### src/rtl/feature_stream_pkg.sv
// Shared types for the frame-RAM to feature-stream source feeding conv.
package feature_stream_pkg;

  localparam int PIXEL_W      = 8;
  localparam int DEF_IMG_W    = 32;
  localparam int DEF_IMG_H    = 32;
  localparam int FRAME_PIXELS = DEF_IMG_W * DEF_IMG_H;

  typedef logic [PIXEL_W-1:0] pixel_t;

  typedef struct packed {
    pixel_t data;
    logic   last;
  } stream_beat_t;

  typedef enum logic [1:0] {
    IDLE   = 2'd0,
    STREAM = 2'd1,
    DRAIN  = 2'd2
  } stream_state_e;

endpackage

### src/rtl/stream_skid_fifo.sv
// Two-entry beat buffer; the head register drives the outgoing stream directly.
module stream_skid_fifo
  import feature_stream_pkg::*;
(
  input  logic         clk,
  input  logic         rst,
  input  logic         push,
  input  stream_beat_t push_beat,
  input  logic         pop,
  output stream_beat_t head,
  output logic         head_valid,
  output logic [1:0]   occupancy
);

  stream_beat_t head_q;
  stream_beat_t tail_q;
  logic [1:0]   occ_q;

  always_ff @(posedge clk) begin
    if (rst) begin
      head_q <= '0;
      tail_q <= '0;
      occ_q  <= 2'd0;
    end else begin
      case (occ_q)
        2'd0: begin
          if (push) begin
            head_q <= push_beat;
            occ_q  <= 2'd1;
          end
        end
        2'd1: begin
          // Push with pop while holding one entry replaces the head in place.
          if (push && pop) begin
            head_q <= push_beat;
          end else if (push) begin
            tail_q <= push_beat;
            occ_q  <= 2'd2;
          end else if (pop) begin
            occ_q <= 2'd0;
          end
        end
        2'd2: begin
          if (pop) begin
            head_q <= tail_q;
            occ_q  <= 2'd1;
          end
        end
        default: occ_q <= 2'd0;
      endcase
    end
  end

  assign head       = head_q;
  assign head_valid = (occ_q != 2'd0);
  assign occupancy  = occ_q;

  a_no_overflow : assert property (@(posedge clk) disable iff (rst)
    !(push && occ_q == 2'd2));
  a_no_underflow : assert property (@(posedge clk) disable iff (rst)
    !(pop && occ_q == 2'd0));

endmodule

### src/rtl/feature_streamer.sv
// Reads one IMG_H x IMG_W frame from a sync-read RAM in raster order and
// streams it to conv with credit-limited prefetch and end-of-frame marking.
module feature_streamer
  import feature_stream_pkg::*;
#(
  parameter int IMG_W  = DEF_IMG_W,
  parameter int IMG_H  = DEF_IMG_H,
  parameter int DATA_W = PIXEL_W,
  localparam int ADDR_W = $clog2(IMG_W * IMG_H)
) (
  input  logic              i_clk,
  input  logic              i_rst,
  input  logic              i_start,
  output logic              o_busy,
  output logic              o_done,
  output logic              o_rd_en,
  output logic [ADDR_W-1:0] o_rd_addr,
  input  logic [DATA_W-1:0] i_rd_data,
  output logic              o_feature_valid,
  output logic [DATA_W-1:0] o_feature,
  input  logic              i_ready,
  output logic              o_last_feature,
  output logic [1:0]        o_dbg_state
);

  localparam int FRAME_LEN = IMG_W * IMG_H;
  localparam logic [ADDR_W-1:0] LAST_IDX = ADDR_W'(FRAME_LEN - 1);

  localparam logic [1:0] ST_IDLE   = IDLE;
  localparam logic [1:0] ST_STREAM = STREAM;
  localparam logic [1:0] ST_DRAIN  = DRAIN;

  logic [1:0]        state_q;
  logic [ADDR_W-1:0] rd_addr_q;
  logic [ADDR_W-1:0] push_cnt_q;
  logic              inflight_q;
  logic              done_q;

  stream_beat_t push_beat;
  stream_beat_t head;
  logic         head_valid;
  logic [1:0]   occupancy;
  logic         pop;
  logic         rd_en;
  logic         last_read;
  logic [2:0]   committed;

  // Stream handshake: a beat transfers on any posedge with valid && ready;
  // once valid rises, data and last hold until that transfer, and valid only
  // drops after a transfer (or on reset).
  assign pop = head_valid && i_ready;

  // Entries buffered plus the read in flight, net of the beat leaving now.
  assign committed = {1'b0, occupancy} + {2'b00, inflight_q} - {2'b00, pop};
  assign rd_en     = !i_rst && (state_q == ST_STREAM) && (committed < 3'd2);
  assign last_read = rd_en && (rd_addr_q == LAST_IDX);

  assign push_beat.data = pixel_t'(i_rd_data);
  assign push_beat.last = (push_cnt_q == LAST_IDX);

  stream_skid_fifo u_fifo (
    .clk        (i_clk),
    .rst        (i_rst),
    .push       (inflight_q),
    .push_beat  (push_beat),
    .pop        (pop),
    .head       (head),
    .head_valid (head_valid),
    .occupancy  (occupancy)
  );

  always_ff @(posedge i_clk) begin
    if (i_rst) begin
      state_q    <= ST_IDLE;
      rd_addr_q  <= '0;
      push_cnt_q <= '0;
      inflight_q <= 1'b0;
      done_q     <= 1'b0;
    end else begin
      inflight_q <= rd_en;
      done_q     <= 1'b0;
      if (inflight_q) push_cnt_q <= push_cnt_q + 1'b1;
      if (rd_en && !last_read) rd_addr_q <= rd_addr_q + 1'b1;
      case (state_q)
        ST_IDLE: begin
          if (i_start) begin
            state_q    <= ST_STREAM;
            rd_addr_q  <= '0;
            push_cnt_q <= '0;
          end
        end
        ST_STREAM: begin
          if (last_read) state_q <= ST_DRAIN;
        end
        ST_DRAIN: begin
          if (pop && head.last) begin
            state_q <= ST_IDLE;
            done_q  <= 1'b1;
          end
        end
        default: state_q <= ST_IDLE;
      endcase
    end
  end

  assign o_busy          = (state_q != ST_IDLE);
  assign o_done          = done_q;
  assign o_rd_en         = rd_en;
  assign o_rd_addr       = rd_addr_q;
  assign o_feature_valid = head_valid;
  assign o_feature       = DATA_W'(head.data);
  assign o_last_feature  = head_valid && head.last;
  assign o_dbg_state     = state_q;

endmodule

### config.mk
export PLATFORM = sky130hd
export DESIGN_NAME = feature_streamer
export DESIGN_NICKNAME = d
export VERILOG_FILES = /design/src/rtl/feature_stream_pkg.sv /design/src/rtl/stream_skid_fifo.sv /design/src/rtl/feature_streamer.sv
export SDC_FILE = /design/constraint.sdc
export NUM_CORES = 1
export LEC_CHECK = 0
export CORE_MARGIN = 2
export CORE_UTILIZATION = 56
export DETAILED_ROUTE_END_ITERATION = 10
export DONT_BUFFER_PORTS = 1
export GPL_ROUTABILITY_DRIVEN = 0
export PLACE_DENSITY = 0.76
export SETUP_SLACK_MARGIN = 0.4
export SYNTH_ARGS = -nofsm -noshare
export SYNTH_HDL_FRONTEND = slang
export SYNTH_SLANG_ARGS = --single-unit
### constraint.sdc
create_clock -name i_clk -period 2.5 [get_ports i_clk]
set_input_delay 0.5 -clock i_clk [delete_from_list [all_inputs] [get_ports i_clk]]
set_output_delay 0.5 -clock i_clk [all_outputs]
set_load 0.03 [all_outputs]
==> results summary <==
The run finished, with violations left. The checks that failed: setup timing. The cell area after synthesis is 2051 sq um. The effective utilization at floorplan is approximately 60%. The clock sink total came out at 44. The detail route stage leaves a number of antenna-violating nets equal to 0. The number of levels in the clock H-tree came out at 2. After detailed placement, the total cell area comes to 2047 sq um.

The hold buffer count at cts is 0. The warning count from the yosys run came out at 0. The reg-to-reg setup timing slack came out at approximately 0.11 ns.

The areal power density over the cells came out at 656.0 nW/um^2. The count of flip-flops with a built-in enable after synthesis is 0. The worst path buffer plus inverter count is 1.

The repair_antennas step left the layout with diodes totalling 0. The pre-antenna-repair detailed-routing pass consisted of 4 iterations. The number of I/O port buffers came out at 0. The buffer levels on the longest clock path came out at 2. The wire length of the first global-routing pass is 7120 um. The slew at the pin closest to its max-slew limit came out at 0.6139 ns. The synthesized netlist cell count came out at 248. Adding up every negative setup slack in the final design gives -0.02452 ns. The area of the core came out at 3416 sq um. The detailed-route vias per instance is approximately 5.8. The signal arrival time at the worst endpoint is 2.02 ns. Counting every net in the synthesized netlist gives 263. The post-route minimum period is between 2 and 3 ns. The area overhead of the layout relative to synthesis is 11.04%.

The placed instance count came out at 278. The most critical setup path has its endpoint at o_rd_en. The required arrival time at the worst endpoint is around 2.0 ns. The largest net degree at the start of global routing is 27.

The final-report max-slew violation count is 0. The classification of the worst setup path is reg -> out. Among all flip-flop cells after synthesis, the most frequent one is sky130_fd_sc_hd__dfxtp_1. The count of maximum capacitance violations came out at 0.

The initial antenna violation count is 0. The via count of the first global-routing pass is 1627. The tree is rooted in a sky130_fd_sc_hd__clkbuf_4. The logic depth of the worst path, buffers included came out at 7. TritonCTS built the clock tree. The fraction of registers with async set/reset is 0%.

Timing would allow up to between 300 and 400 MHz. The reg-to-reg endpoint is o_rd_addr[7]$_SDFF_PP0_. The normalized max-slew margin is between 50% and 60%. The horizontal die dimension is 64.52 um. The share of post-route cells with drive strength above 1 came out at 18.37%. The remaining design rule violation count is 0. The global-route congestion overflow total is 0.

Across the VDD grid, the largest voltage drop is 0.4535 mV. The launch point of the worst reg-to-reg path is u_fifo.occupancy[0]$_SDFFE_PP0P_. The cell with the largest stage delay on the worst path is sky130_fd_sc_hd__fa_1. The detailed-route via count came out at 1692. Summed over all cells, the static leakage comes to 0.7516 nW. At the later pin of the worst-skew pair, clock insertion delay measures 0.36 ns. The total die area came out at roughly 4200 sq um. The synthesized flop and latch total came out at 44.

Row generation in the floorplan step produced 21 rows. The total of endpoints with negative setup slack in the final report came out at 1. The hold path startpoint is i_ready. The height of the die is 64.52 um.

The routed design has about 4300 um of wire. The largest driver fanout on the critical path is 4. Walking the worst path, the cells encountered are nor2b_4 > and2_4 > o21ai_2 > fa_1 > and4bb_2 > nand2_4 > inv_8. The I/O pin count is 37. In this run the worst setup path begins at u_fifo.occupancy[0]$_SDFFE_PP0P_. Setup repair after global routing could not meet its margin everywhere.

The worst setup slack after layout came out at -0.02452 ns. Measured in cells, the most critical reg-to-reg path has a length of 9. Buffers inserted during clock tree synthesis total 5. The capturing element type of the critical path is an output pin.

The post-CTS clock slew at the launch and capture registers of the worst setup and hold paths came out at 0.13 ns. The longest individual stage delay on the worst path is ~0.48 ns. The path class of the tightest hold or removal check is in -> reg. The total number of nets in the final design is 259. The worst clock skew came out at between 0.007 and 0.008 ns.

The number of different library cells in the post-synthesis netlist came out at 44. The worst hold path stage count is 1. The total routing usage reported by global routing is 21.78%. In the finished design, the share of the clock period the worst path needs comes to 101.0%. In the final routed layout, each cell accounts on average for 14.92 um.

The synthesized area divided by synthesized cell count came out at approximately 8.3 sq um. On the critical path the largest part of the delay comes from simple AND/OR/NAND/NOR gates. The sequential-to-total area share from yosys stat came out at 42.95%. The worst hold slack is 0.1822 ns. The final standard cell area without fillers is between 2000 and 2500 sq um. The number of fill cells came out at roughly 300. The kind of start point of the critical path is a flop. For this block, the initial DRC count from the detailed router was 165.

The final-report hold violation count is 0. The count of non-filler cells in the finished layout is just under 300. The detailed placement HPWL came out at approximately 2800 um.
==> layer usage <==
metal | GRT usage, % | routed length (um)
met1 | 27.81 | 2012
met5 | 0 | 0
met4 | 11.44 | 95
met3 | 6.944 | 308
met2 | 32.81 | 1926
==> flip-flops by register name, summed over array words and instances (netlist names) <==
name,count
u_fifo.tail_q,9
o_done,1
push_cnt_q,10
o_dbg_state,2
u_fifo.head,9
u_fifo.occupancy,2
inflight_q,1
o_rd_addr,10
==> synth_stat cells (4+ instances only) <==
| library cell | number | area share (%) |
|---|---|---|
| sky130_fd_sc_hd__and3_1 | 4 | 1.2 |
| sky130_fd_sc_hd__xor2_1 | 4 | 1.7 |
| sky130_fd_sc_hd__clkbuf_1 | 6 | 1.1 |
| sky130_fd_sc_hd__nor3_1 | 8 | 2.0 |
| sky130_fd_sc_hd__nand3_1 | 5 | 1.2 |
| sky130_fd_sc_hd__o21ai_0 | 9 | 2.2 |
| sky130_fd_sc_hd__nand2_1 | 47 | 8.6 |
| sky130_fd_sc_hd__a311oi_1 | 8 | 3.4 |
| sky130_fd_sc_hd__nor2_1 | 20 | 3.7 |
| sky130_fd_sc_hd__mux2i_1 | 4 | 2.0 |
| sky130_fd_sc_hd__buf_4 | 9 | 3.3 |
| sky130_fd_sc_hd__or3_1 | 6 | 1.8 |
| sky130_fd_sc_hd__dfxtp_1 | 44 | 43 |
| sky130_fd_sc_hd__nand4_1 | 6 | 1.8 |
| sky130_fd_sc_hd__a21oi_1 | 23 | 5.6 |
==> cell usage in the layout (no fill, tap or decap), types with 2 or more instances in the layout <==
master	netlist	layout
sky130_fd_sc_hd__o31ai_1	3	3
sky130_fd_sc_hd__buf_4	9	8
sky130_fd_sc_hd__nand3_2	2	2
sky130_fd_sc_hd__nand4_1	6	6
sky130_fd_sc_hd__a21oi_1	23	20
sky130_fd_sc_hd__nor3_1	8	4
sky130_fd_sc_hd__clkbuf_4	0	5
sky130_fd_sc_hd__ha_1	2	2
sky130_fd_sc_hd__nand2_1	47	46
sky130_fd_sc_hd__nor3_2	0	3
sky130_fd_sc_hd__or2_2	3	3
sky130_fd_sc_hd__and2b_2	1	2
sky130_fd_sc_hd__and3_1	4	4
sky130_fd_sc_hd__or3_4	0	2
sky130_fd_sc_hd__nand2b_1	2	2
sky130_fd_sc_hd__xor2_1	4	4
sky130_fd_sc_hd__nand3_1	5	5
sky130_fd_sc_hd__nand3b_1	2	2
sky130_fd_sc_hd__o21ai_0	9	7
sky130_fd_sc_hd__o21ai_2	0	2
sky130_fd_sc_hd__xnor2_1	2	2
sky130_fd_sc_hd__or3_1	6	4
sky130_fd_sc_hd__bufinv_16	0	3
sky130_fd_sc_hd__mux2i_1	4	4
sky130_fd_sc_hd__inv_1	3	2
sky130_fd_sc_hd__nor2_1	20	20
sky130_fd_sc_hd__a311oi_1	8	8
sky130_fd_sc_hd__or4_1	3	2
sky130_fd_sc_hd__dfxtp_1	44	42
sky130_fd_sc_hd__a21oi_2	0	3
==> logic make-up after synthesis <==
group                      after synthesis  share of synthesized area (%)
DFF                                     44                          42.95
muxes                                    4                          1.952
buffers and inverters                   23                          6.406
adders and majority gates                3                          2.196
and+or+nand+nor                        118                          28.37
xor gates and xnor gates                 7                          3.356
AOI/OAI and AO/OA                       49                          14.77
==> repair_timing <==
action	CTS	global route
endpoints found under the hold margin	0	0
resized for setup	6	11
setup endpoints to repair	11	12
cloned	0	0
pin swaps	1	4
setup buffers	3	2
==> power breakdown <==
part / leakage [nW] / switching, mW / internal, mW
Sequential: 0.358 / 0.0336 / 0.718
Clock: 0.0654 / 0.239 / 0.412
Combinational: 0.328 / 0.0552 / 0.0360
Total: 0.752 / 0.328 / 1.17
==> stage by stage <==
step	utilization (%)	total power [mW]	setup WS, ns
final	66.67	1.494	-0.02452
after global routing	66.67	1.538	-0.08718
after CTS	64.91	1.499	-0.008259
after detailed placement	59.93	0.8496	0.1195
after global placement	59.93	0.8473	0.1907
after floorplan	-	0.8536	0.2392
==> worst min path at each step <==
| stage | to | slack, ns |
|---|---|---|
| 2_1_floorplan | u_fifo.tail_q[0]$_SDFFE_PP0P_ | 0.43 |
| 3_3_place_gp | u_fifo.tail_q[0]$_SDFFE_PP0P_ | 0.44 |
| 3_5_place_dp | u_fifo.tail_q[7]$_SDFFE_PP0P_ | 0.44 |
| 4_1_cts | u_fifo.tail_q[0]$_SDFFE_PP0P_ | 0.17 |
| 5_1_grt | u_fifo.tail_q[2]$_SDFFE_PP0P_ | 0.17 |
| 6_report | u_fifo.occupancy[1]$_SDFFE_PP0P_ | 0.18 |
==> area by class of cell <==
cell class	instances	area (sq um)	area share, %
Clock buffer	5	37.54	1.648
Clock inverter	3	90.09	3.956
Inverter	3	18.77	0.8242
Multi-Input combinational cell	181	1116	49.01
Sequential cell	44	885.9	38.90
Tap cell	46	57.56	2.527
Timing Repair Buffer	9	71.32	3.132
Note: power is estimated with default switching activity, not from simulation.
